**config.mk**
```make
export PLATFORM = sky130hd
export DESIGN_NAME = sd_card_detect
export DESIGN_NICKNAME = d
export VERILOG_FILES = /design/src/rtl/sd_card_detect.sv
export SDC_FILE = /design/constraint.sdc
export NUM_CORES = 1
export LEC_CHECK = 0
export CORE_MARGIN = 5
export CORE_UTILIZATION = 51
export DETAILED_ROUTE_END_ITERATION = 10
export PLACE_DENSITY = 0.71
export REMOVE_ABC_BUFFERS = 1
export SYNTH_ARGS = -nofsm -noshare
export SYNTH_HDL_FRONTEND = slang
export SYNTH_SLANG_ARGS = --single-unit
```
**constraint.sdc**
```tcl
create_clock -name clk_i -period 2.4 [get_ports clk_i]
set_clock_uncertainty 0.2 [all_clocks]
set_input_delay 0.24 -clock clk_i [delete_from_list [all_inputs] [get_ports clk_i]]
set_output_delay 0.24 -clock clk_i [all_outputs]
set_load 0.005 [all_outputs]
```
**src/rtl/sd_card_detect.sv**
```systemverilog
// -----------------------------------------------------------------------------
// sd_card_detect
//
// Card-detect / write-protect front end for the SD host controller.
// Synchronises the raw card-detect and write-protect pins, debounces card
// presence and produces present-state levels plus one-cycle insertion and
// removal event pulses for the normal interrupt status logic.
//
// Parameters
//   DebounceCycles : consecutive equal samples needed to commit a presence
//                    change (>= 2)
//   SyncStages     : synchroniser depth on each raw pin (>= 2)
//
// Ports
//   clk_i                     : system clock
//   rst_i                     : asynchronous active-high reset
//   sd_cd_ni                  : raw card-detect pin, low = card present
//   sd_wp_i                   : raw write-protect pin
//   cd_test_sel_i             : 1 = use cd_test_level_i instead of the pin
//   cd_test_level_i           : test card-detect level, 1 = inserted
//   card_inserted_o           : debounced card presence
//   card_state_stable_o       : 1 when no debounce is in progress
//   card_detect_pin_level_o   : synchronised, inverted sd_cd_ni (undebounced)
//   write_protect_pin_level_o : synchronised sd_wp_i
//   card_insertion_o          : one-cycle pulse on committed 0->1 presence
//   card_removal_o            : one-cycle pulse on committed 1->0 presence
// -----------------------------------------------------------------------------
module sd_card_detect #(
  parameter int unsigned DebounceCycles = 65536,
  parameter int unsigned SyncStages     = 2
) (
  input  logic clk_i,
  input  logic rst_i,
  input  logic sd_cd_ni,
  input  logic sd_wp_i,
  input  logic cd_test_sel_i,
  input  logic cd_test_level_i,
  output logic card_inserted_o,
  output logic card_state_stable_o,
  output logic card_detect_pin_level_o,
  output logic write_protect_pin_level_o,
  output logic card_insertion_o,
  output logic card_removal_o
);

  localparam int unsigned CntW = $clog2(DebounceCycles + 1);
  localparam logic [CntW-1:0] CntFull = CntW'(DebounceCycles);
  localparam logic [CntW-1:0] CntLast = CntW'(DebounceCycles - 1);
  localparam logic [CntW-1:0] CntOne  = CntW'(1);

  generate
    if (DebounceCycles < 2) begin : g_bad_debounce
      $error("sd_card_detect: DebounceCycles must be at least 2");
    end
    if (SyncStages < 2) begin : g_bad_sync
      $error("sd_card_detect: SyncStages must be at least 2");
    end
  endgenerate

  typedef enum logic [1:0] {
    ST_SETTLE   = 2'd0,
    ST_STABLE   = 2'd1,
    ST_DEBOUNCE = 2'd2
  } state_e;

  // ---------------------------------------------------------------------------
  // Pin synchronisers. The cd chain resets to 1 so the block starts out
  // seeing "no card" and the inverted pin level output reads 0 in reset.
  // ---------------------------------------------------------------------------
  logic [SyncStages-1:0] cd_sync_q;
  logic [SyncStages-1:0] wp_sync_q;

  // NOTE: sequential state is assigned with non-blocking (<=) so every flop
  // samples the pre-edge value of its neighbours; blocking here would collapse
  // the synchroniser chain into a single stage.
  always_ff @(posedge clk_i or posedge rst_i) begin
    if (rst_i) begin
      cd_sync_q <= '1;
      wp_sync_q <= '0;
    end else begin
      cd_sync_q <= {cd_sync_q[SyncStages-2:0], sd_cd_ni};
      wp_sync_q <= {wp_sync_q[SyncStages-2:0], sd_wp_i};
    end
  end

  // Presence sample fed to the debouncer. The test level bypasses the
  // synchroniser (it comes from a register in our own clock domain) but is
  // still debounced, so toggling the select looks like an ordinary change.
  logic sample;
  assign sample = cd_test_sel_i ? cd_test_level_i : ~cd_sync_q[SyncStages-1];

  // ---------------------------------------------------------------------------
  // Debounce FSM
  // ---------------------------------------------------------------------------
  state_e          state_q;
  logic            ins_q;
  logic [CntW-1:0] cnt_q;
  logic            s_prev_q;
  logic            stable_q;
  logic            ins_pulse_q;
  logic            rem_pulse_q;

  always_ff @(posedge clk_i or posedge rst_i) begin
    if (rst_i) begin
      state_q     <= ST_SETTLE;
      ins_q       <= 1'b0;
      cnt_q       <= '0;
      s_prev_q    <= 1'b0;
      stable_q    <= 1'b0;
      ins_pulse_q <= 1'b0;
      rem_pulse_q <= 1'b0;
    end else begin
      ins_pulse_q <= 1'b0;
      rem_pulse_q <= 1'b0;
      s_prev_q    <= sample;

      case (state_q)
        // After reset the committed level is unknown: wait for a run of
        // equal samples, then adopt it. Only a present card raises an event.
        ST_SETTLE: begin
          if (sample == s_prev_q) begin
            if (cnt_q == CntFull) begin
              ins_q       <= sample;
              cnt_q       <= '0;
              state_q     <= ST_STABLE;
              stable_q    <= 1'b1;
              ins_pulse_q <= sample;
            end else begin
              cnt_q <= cnt_q + CntOne;
            end
          end else begin
            // The first sample of a new run counts as one.
            cnt_q <= CntOne;
          end
        end

        ST_STABLE: begin
          if (sample != ins_q) begin
            state_q  <= ST_DEBOUNCE;
            cnt_q    <= CntOne;
            stable_q <= 1'b0;
          end else begin
            cnt_q <= '0;
          end
        end

        ST_DEBOUNCE: begin
          if (sample == ins_q) begin
            // Glitch shorter than the debounce window: drop it silently.
            state_q  <= ST_STABLE;
            cnt_q    <= '0;
            stable_q <= 1'b1;
          end else if (cnt_q == CntLast) begin
            ins_q       <= sample;
            state_q     <= ST_STABLE;
            cnt_q       <= '0;
            stable_q    <= 1'b1;
            ins_pulse_q <= sample;
            rem_pulse_q <= ~sample;
          end else begin
            cnt_q <= cnt_q + CntOne;
          end
        end

        default: begin
          state_q  <= ST_SETTLE;
          cnt_q    <= '0;
          stable_q <= 1'b0;
        end
      endcase
    end
  end

  assign card_inserted_o           = ins_q;
  assign card_state_stable_o       = stable_q;
  assign card_insertion_o          = ins_pulse_q;
  assign card_removal_o            = rem_pulse_q;
  assign card_detect_pin_level_o   = ~cd_sync_q[SyncStages-1];
  assign write_protect_pin_level_o = wp_sync_q[SyncStages-1];

endmodule
```
==> run_results.csv, run 1 <==
group,metric,value,unit
status,status,"finished, final reports clean",
clock_network,clk_latency,320,ps
critical_path,required,2420,ps
pwr,swShare,0.339,
synth,synth.avg_cell_area,10.3,sq um
clock_network,numCtsBuffers,3,
pwr,clockPowerShare,0.158,
critical_path,crit_top_cell,"and3_1",
route,via_count,1002,
floorplan,die_w,62.4,um
route,wl_per_cell,13.3,um
route,drt_pass1_iterations,4,
sta,setup_viol,0,
cells_and_area,diodes,0,
pwr,switching_power,0.398,mW
grt,grtUsageTotal,0.135,
route,drtIter0Drc,30,
grt,grt_overflow_total,0,
clock_network,clk_pin_slew,130,ps
pwr,ir_worst_vdd,0.444,mV
clock_network,h-tree-depth,1,
synth,synth_edf_count,0,
route,drc,0,
critical_path,path_class,"flop to flop",
floorplan,pin_count,12,
critical_path,crit_path_cell_trace,"and3_2 > and3_1 > and3_1 > nand3_1 > inv_1 > ha_1 > nand2_1 > a22oi_1 > o221a_2",
placement,dp_cells,177,
pwr,p_seq_frac,0.480,
placement,numPortBuffers,11,
clock_network,cts.sinks,27,
synth,synth.cell_area,0.00140,sq mm
sta,maxSlewHeadroom,0.682,
grt,antenna_found_initial,0,
route,viasPerCell,5.39,
clock_network,cts_tree,"built",
critical_path,cp_slowest_cell,"dfrtp_1",
floorplan,die_area,0.00389,sq mm
sta,worst_slack,146,ps
synth,yosysSeqAreaShare,0.485,
synth,synth_cell_type_count,32,
critical_path,end_kind,"flop",
critical_path,critPathLaunchType,"flop",
placement,dp_hpwl,1860,um
cells_and_area,nNetsFinal,166,
pwr,combPwrFrac,0.362,
cells_and_area,fin_cells,186,
synth,ys.flop_type,"dfrtp_1",
synth,ys_ff_latch,27,
clock_network,cts_root_buf,"clkbuf_4",
synth,synth_cells,136,
route,ant_nets,0,
run,maxCapViolCount,0,
grt,grt_max_degree,17,
cells_and_area,syn2layout_area_growth,16.2,%
critical_path,cp_slowest_stage_delay,430,ps
clock_network,clock_path_buffers,2,
sta,hold_violations,0,
sta,timing.final.crit_period,2250,ps
sta,drv_slew,0,
sta,max_slew.worst_pin.slew,475,ps
critical_path,regToRegStartpoint,"cnt_q[3]$_DFF_PP0_",
sta,hold_ws,112,ps
cells_and_area,finalInstanceArea,0.00162,sq mm
hold_path,hold_start,"sd_cd_ni",
critical_path,cp-startpoint,"cnt_q[3]$_DFF_PP0_",
cells_and_area,drive_gt1_frac,0.129,
hold_path,hold_class,"input pin to flop",
floorplan,die_y,62.4,um
floorplan,start_util,0.520,
pwr,power.total,1.17,mW
critical_path,crit_fanout,5,
synth,async_reset_ff_frac,1.00,
pwr,internal_power,0.776,mW
placement,place_congestion,0.865,
floorplan,row_count,19,
grt,grt_pass1_vias,1031,
floorplan,core_area,0.00269,sq mm
critical_path,arrival,2280,ps
placement,dpl-instance-area,0.00154,sq mm
placement,dpl_worst_slack,75.8,ps
grt,grt_pass1_wl,4390,um
sta,fmax,0.444,GHz
route,wirelength,2480,um
synth,synth_warnings,0,
pwr,p_leak,0.746,nW
sta,finalCritPeriodShare,0.939,
pwr,p_per_area,723,mW/mm^2
-- worst max-delay path: cells and delay by family, from the launching register on --
kind	cells	cell delay, ps
AOI/OAI and AO/OA	2	370
adders and majority gates	1	200
buffers and inverters	1	50
DFF	1	430
and+or+nand+nor	5	900
-- cell usage in the layout (no fill, tap or decap) --
cell type         n
and3_1            4
buf_4             7
nand2_1           6
xnor2_1           6
and3_2            1
xor2_1           13
clkdlybuf4s50_1  11
nor3_1            2
o32ai_1           1
clkbuf_4          3
o221ai_1          1
a22oi_1           1
nand2b_1          2
and2_1            2
nor3b_4           1
nor4_1            2
nor4b_1           2
dfstp_2           2
ha_1              4
dfrtp_1          25
nor2b_2           1
clkinv_2          1
buf_12            1
dlygate4sd3_1     1
nand4_1           7
nand3_1           5
o21ai_0           1
nor2_1           19
and4_1            1
o221a_2           1
nor2b_1           3
a21oi_1           6
a22oi_4           1
inv_1             9
o22ai_1           1
mux2i_4           1
-- layout make-up --
cell class	instances	area, sq um
Tap cell	31	38.8
Clock inverter	1	5.00
Inverter	9	33.8
Multi-Input combinational cell	95	653
Fill cell	245	1060
Sequential cell	27	678
Timing Repair Buffer	20	193
Clock buffer	3	22.5
-- flip-flops by register name, summed over array words and instances (netlist names) --
register and cells:
cd_sync_q 2, s_prev_q 1, wp_sync_q 2, card_removal_o 1
state_q 2, card_insertion_o 1, card_inserted_o 1, cnt_q 17
-- path summary, 6_finish.rpt --
kind / to / slack, ps / depth (start not counted)
max: card_inserted_o$_DFFE_PP0P_ / 150 / 9
min: cd_sync_q[0]$_DFF_PP1_ / 110 / 1
max reg2reg: card_inserted_o$_DFFE_PP0P_ / 150 / 9
min reg2reg: wp_sync_q[1]$_DFF_PP0_ / 170 / 0
max in group asynchronous: cd_sync_q[1]$_DFF_PP1_ / 820 / 4
min in group asynchronous: cnt_q[3]$_DFF_PP0_ / 550 / 3
-- power by group through the flow --
| stage | registers, mW | logic, mW | clock network [mW] |
|---|---|---|---|
| floorplan | 0.560 | 0.263 | 0 |
| global placement | 0.568 | 0.354 | 0 |
| detailed placement | 0.574 | 0.363 | 0 |
| CTS | 0.565 | 0.366 | 0.195 |
| global route | 0.574 | 0.470 | 0.219 |
| finish | 0.564 | 0.425 | 0.185 |
-- cell usage after synthesis (4+ instances only) --
| cell type | instances | area share |
|---|---|---|
| nor2b_1 | 4 | 0.018 |
| and3_1 | 5 | 0.022 |
| ha_1 | 4 | 0.036 |
| inv_1 | 9 | 0.024 |
| xor2_1 | 13 | 0.081 |
| nand4_1 | 7 | 0.031 |
| a21oi_1 | 6 | 0.021 |
| nand3_1 | 5 | 0.018 |
| nand2_1 | 6 | 0.016 |
| nor2_1 | 19 | 0.051 |
| dfrtp_1 | 25 | 0.45 |
| xnor2_1 | 6 | 0.038 |
-- through the flow --
stage          utilization  TNS (ps)
2_1_floorplan            -         0
3_3_place_gp         0.573         0
3_5_place_dp         0.573         0
4_1_cts              0.587         0
5_1_grt              0.605      -131
6_report             0.605         0
-- cell families (layout without fill, tap and decap cells) --
group           Yosys count  count (layout)  synth area share
simple gates             58              58             0.223
flops                    27              27             0.485
xor+xnor                 19              19             0.119
buf+inv                  14              33            0.0501
compound gates           13              13            0.0707
fa+ha+maj                 4               4            0.0358
mux                       1               1            0.0161
-- what timing repair did --
| action | 4_1_cts | 5_1_grt |
|---|---|---|
| gates resized for setup | 0 | 2 |
| setup buffers | 0 | 4 |
| setup endpoints to repair | 0 | 16 |
| hold buffers | 1 | 0 |
| hold endpoints to repair | 7 | 0 |
-- routing by layer --
layer  global-route usage  vias up  wire length, um
met3               0.0234        3               56
met4               0.0477        0               23
met2                0.234       10             1210
met1                0.168      491             1190
met5                    0        -                0
li1                     -      498                -
(Power assumes the default switching activity.)
==> inputs of run 2 (changes only) <==
--- a/config.mk
+++ b/config.mk
@@ -8,6 +8,7 @@
 export CORE_MARGIN = 5
 export CORE_UTILIZATION = 51
 export DETAILED_ROUTE_END_ITERATION = 10
+export MAX_ROUTING_LAYER = met4
 export PLACE_DENSITY = 0.71
 export REMOVE_ABC_BUFFERS = 1
 export SYNTH_ARGS = -nofsm -noshare
==> results of run 2 <==
Same layout as run 1: the final DEF is identical, and so are final timing and power.
Main changes from that run: final weighted congestion in routability-driven placement 0.865 -> 0.879; overall routing resource usage 0.135 -> 0.139
==> inputs of run 3 (changes only) <==
==> constraint.sdc (replaced) <==
create_clock -name clk_i -period 2.4 [get_ports clk_i]
set_clock_uncertainty 0.2 [all_clocks]
set_input_delay 0.48 -clock clk_i [delete_from_list [all_inputs] [get_ports clk_i]]
set_output_delay 0.48 -clock clk_i [all_outputs]
set_load 0.005 [all_outputs]
==> run 3 against run 2 <==
Combinational power down 2%; largest power group unchanged; critical endpoint is now cnt_q[13]$_DFF_PP0_; clock power up 8%; non-clock buffer count up 1; first-iteration DRC count up 30%; cell count up 0.54%; critical path depth up 1; largest cell class unchanged; register-to-register slack about the same; setup slack worse by 14 ps; sequential cell count unchanged; die area unchanged; design area up 0.38%.
==> run_results.csv, run 3 (synthesis results as in run 1) <==
group,metric,value,unit
status,status,"finished, final reports clean",
placement,dpl_worst_slack,94.6,ps
sta,worst_slack,132,ps
sta,rsz0062_at_grt,"false",
floorplan,die_w,62.4,um
run,maxCapViolCount,0,
sta,hold_ws,175,ps
sta,drv_slew,0,
pwr,internal_power,0.770,mW
pwr,p_per_area,720,mW/mm^2
cells_and_area,final_util,0.607,
clock_network,cts_tree,"built",
pwr,switching_power,0.403,mW
hold_path,hold_class,"flop to flop",
clock_network,clk_pin_slew,140,ps
sta,setup_tns,0,ps
floorplan,start_util,0.520,
cells_and_area,finalInstanceArea,0.00163,sq mm
cells_and_area,top_register,"cnt_q",
clock_network,clk_latency,330,ps
critical_path,arrival,2330,ps
grt,antenna_found_initial,0,
cells_and_area,syn2layout_area_growth,16.7,%
placement,numPortBuffers,11,
grt,grt_pass1_vias,1054,
placement,dp_hpwl,1860,um
clock_network,h-tree-depth,1,
route,wirelength,2540,um
cells_and_area,largest_reg_flops,17,
floorplan,die_area,0.00389,sq mm
route,drc,0,
sta,fmax,0.441,GHz
clock_network,numCtsBuffers,3,
sta,hold_violations,0,
clock_network,cts_root_buf,"clkbuf_4",
pwr,ir_worst_vdd,0.574,mV
cells_and_area,final_cell_mix,"dfrtp_1 (25), nor2_1 (19), xor2_1 (13)",
sta,max_slew.worst_pin.slew,487,ps
pwr,swShare,0.344,
sta,finalCritPeriodShare,0.945,
clock_network,hold_buffers,0,
floorplan,pin_count,12,
sta,setup_viol,0,
grt,grt_max_degree,17,
critical_path,critPathLaunchType,"flop",
placement,dpl-instance-area,0.00160,sq mm
pwr,clockPowerShare,0.170,
placement,place_congestion,0.829,
cells_and_area,mostFrequentLayoutCell,"dfrtp_1",
critical_path,crit_fanout,15,
pwr,p_leak,0.750,nW
sta,timing.final.crit_period,2270,ps
critical_path,end_kind,"flop",
clock_network,clock_path_buffers,2,
floorplan,core_area,0.00269,sq mm
sta,maxSlewHeadroom,0.674,
critical_path,required,2470,ps
grt,grtUsageTotal,0.149,
route,ant_nets,0,
grt,grt_pass1_wl,4600,um
grt,grt_overflow_total,0,
cells_and_area,nNetsFinal,167,
route,wl_per_cell,13.6,um
cells_and_area,diodes,0,
cells_and_area,drive_gt1_frac,0.135,
route,via_count,1008,
route,drt_pass1_iterations,4,
pwr,combPwrFrac,0.354,
clock_network,cts.sinks,27,
floorplan,row_count,19,
pwr,p_seq_frac,0.477,
floorplan,die_y,62.4,um
route,drtIter0Drc,39,
route,viasPerCell,5.39,
critical_path,path_class,"flop to flop",
[run 3: changes by cell type in the layout (fill, tap and decap cells not counted), sizes merged]
cell         change
clkinv           -1
dlygate4sd3      -1
clkinvlp         +1
buf              +2
[run 3: power groups by stage]
stage | logic [mW] | clock network, mW | registers, mW
finish | 0.415 | 0.199 | 0.559
global route | 0.463 | 0.233 | 0.567
CTS | 0.419 | 0.211 | 0.557
detailed placement | 0.417 | 0 | 0.566
global placement | 0.414 | 0 | 0.563
floorplan | 0.263 | 0 | 0.560
[run 3: area by class of cell]
| type | instances | area, sq um |
|---|---|---|
| fill | 229 | 1060 |
| sequential | 27 | 678 |
| multi-input combinational | 95 | 652 |
| timing repair buffer | 21 | 198 |
| tap | 31 | 38.8 |
| inverter | 9 | 33.8 |
| clock buffer | 3 | 22.5 |
| clock inverter | 1 | 7.51 |
[run 3: metal layers]
layer / up-vias / track usage / wire (um)
li1: 500 / - / -
met1: 492 / 0.175 / 1130
met2: 12 / 0.250 / 1290
met3: 4 / 0.0216 / 64
met4: 0 / 0.0690 / 55
met5: - / - / 0
[run 3: final timing paths]
check                                            start                      to  slack [ps]  depth (start not counted)
worst max-delay path                cnt_q[6]$_DFF_PP0_     cnt_q[13]$_DFF_PP0_         130                         10
worst min-delay path            cd_sync_q[0]$_DFF_PP1_  cd_sync_q[1]$_DFF_PP1_         170                          0
worst max register to register      cnt_q[6]$_DFF_PP0_     cnt_q[13]$_DFF_PP0_         130                         10
worst min register to register  cd_sync_q[0]$_DFF_PP1_  cd_sync_q[1]$_DFF_PP1_         170                          0
max in group asynchronous                        rst_i  cd_sync_q[0]$_DFF_PP1_        1540                          3
min in group asynchronous                        rst_i     cnt_q[16]$_DFF_PP0_         230                          3
[run 3: through the flow]
step / power (mW) / instances
2_1_floorplan: 0.822 / 131
3_3_place_gp: 0.976 / 183
3_5_place_dp: 0.983 / 183
4_1_cts: 1.19 / 187
5_1_grt: 1.26 / 187
6_report: 1.17 / 187
[run 3: worst max-delay path: stages, from the launching register on]
cell	delay, ps
dfrtp_1	450
and3_1	200
and3_1	190
and3_1	210
nand3_1	110
inv_1	60
ha_1	210
nor2b_2	190
a22oi_4	100
buf_12	170
nor2_1	120
[run 3: timing repair]
item | CTS | global route
buffers inserted | 0 | 0
resized for setup | 0 | 1
setup endpoints to repair | 0 | 15
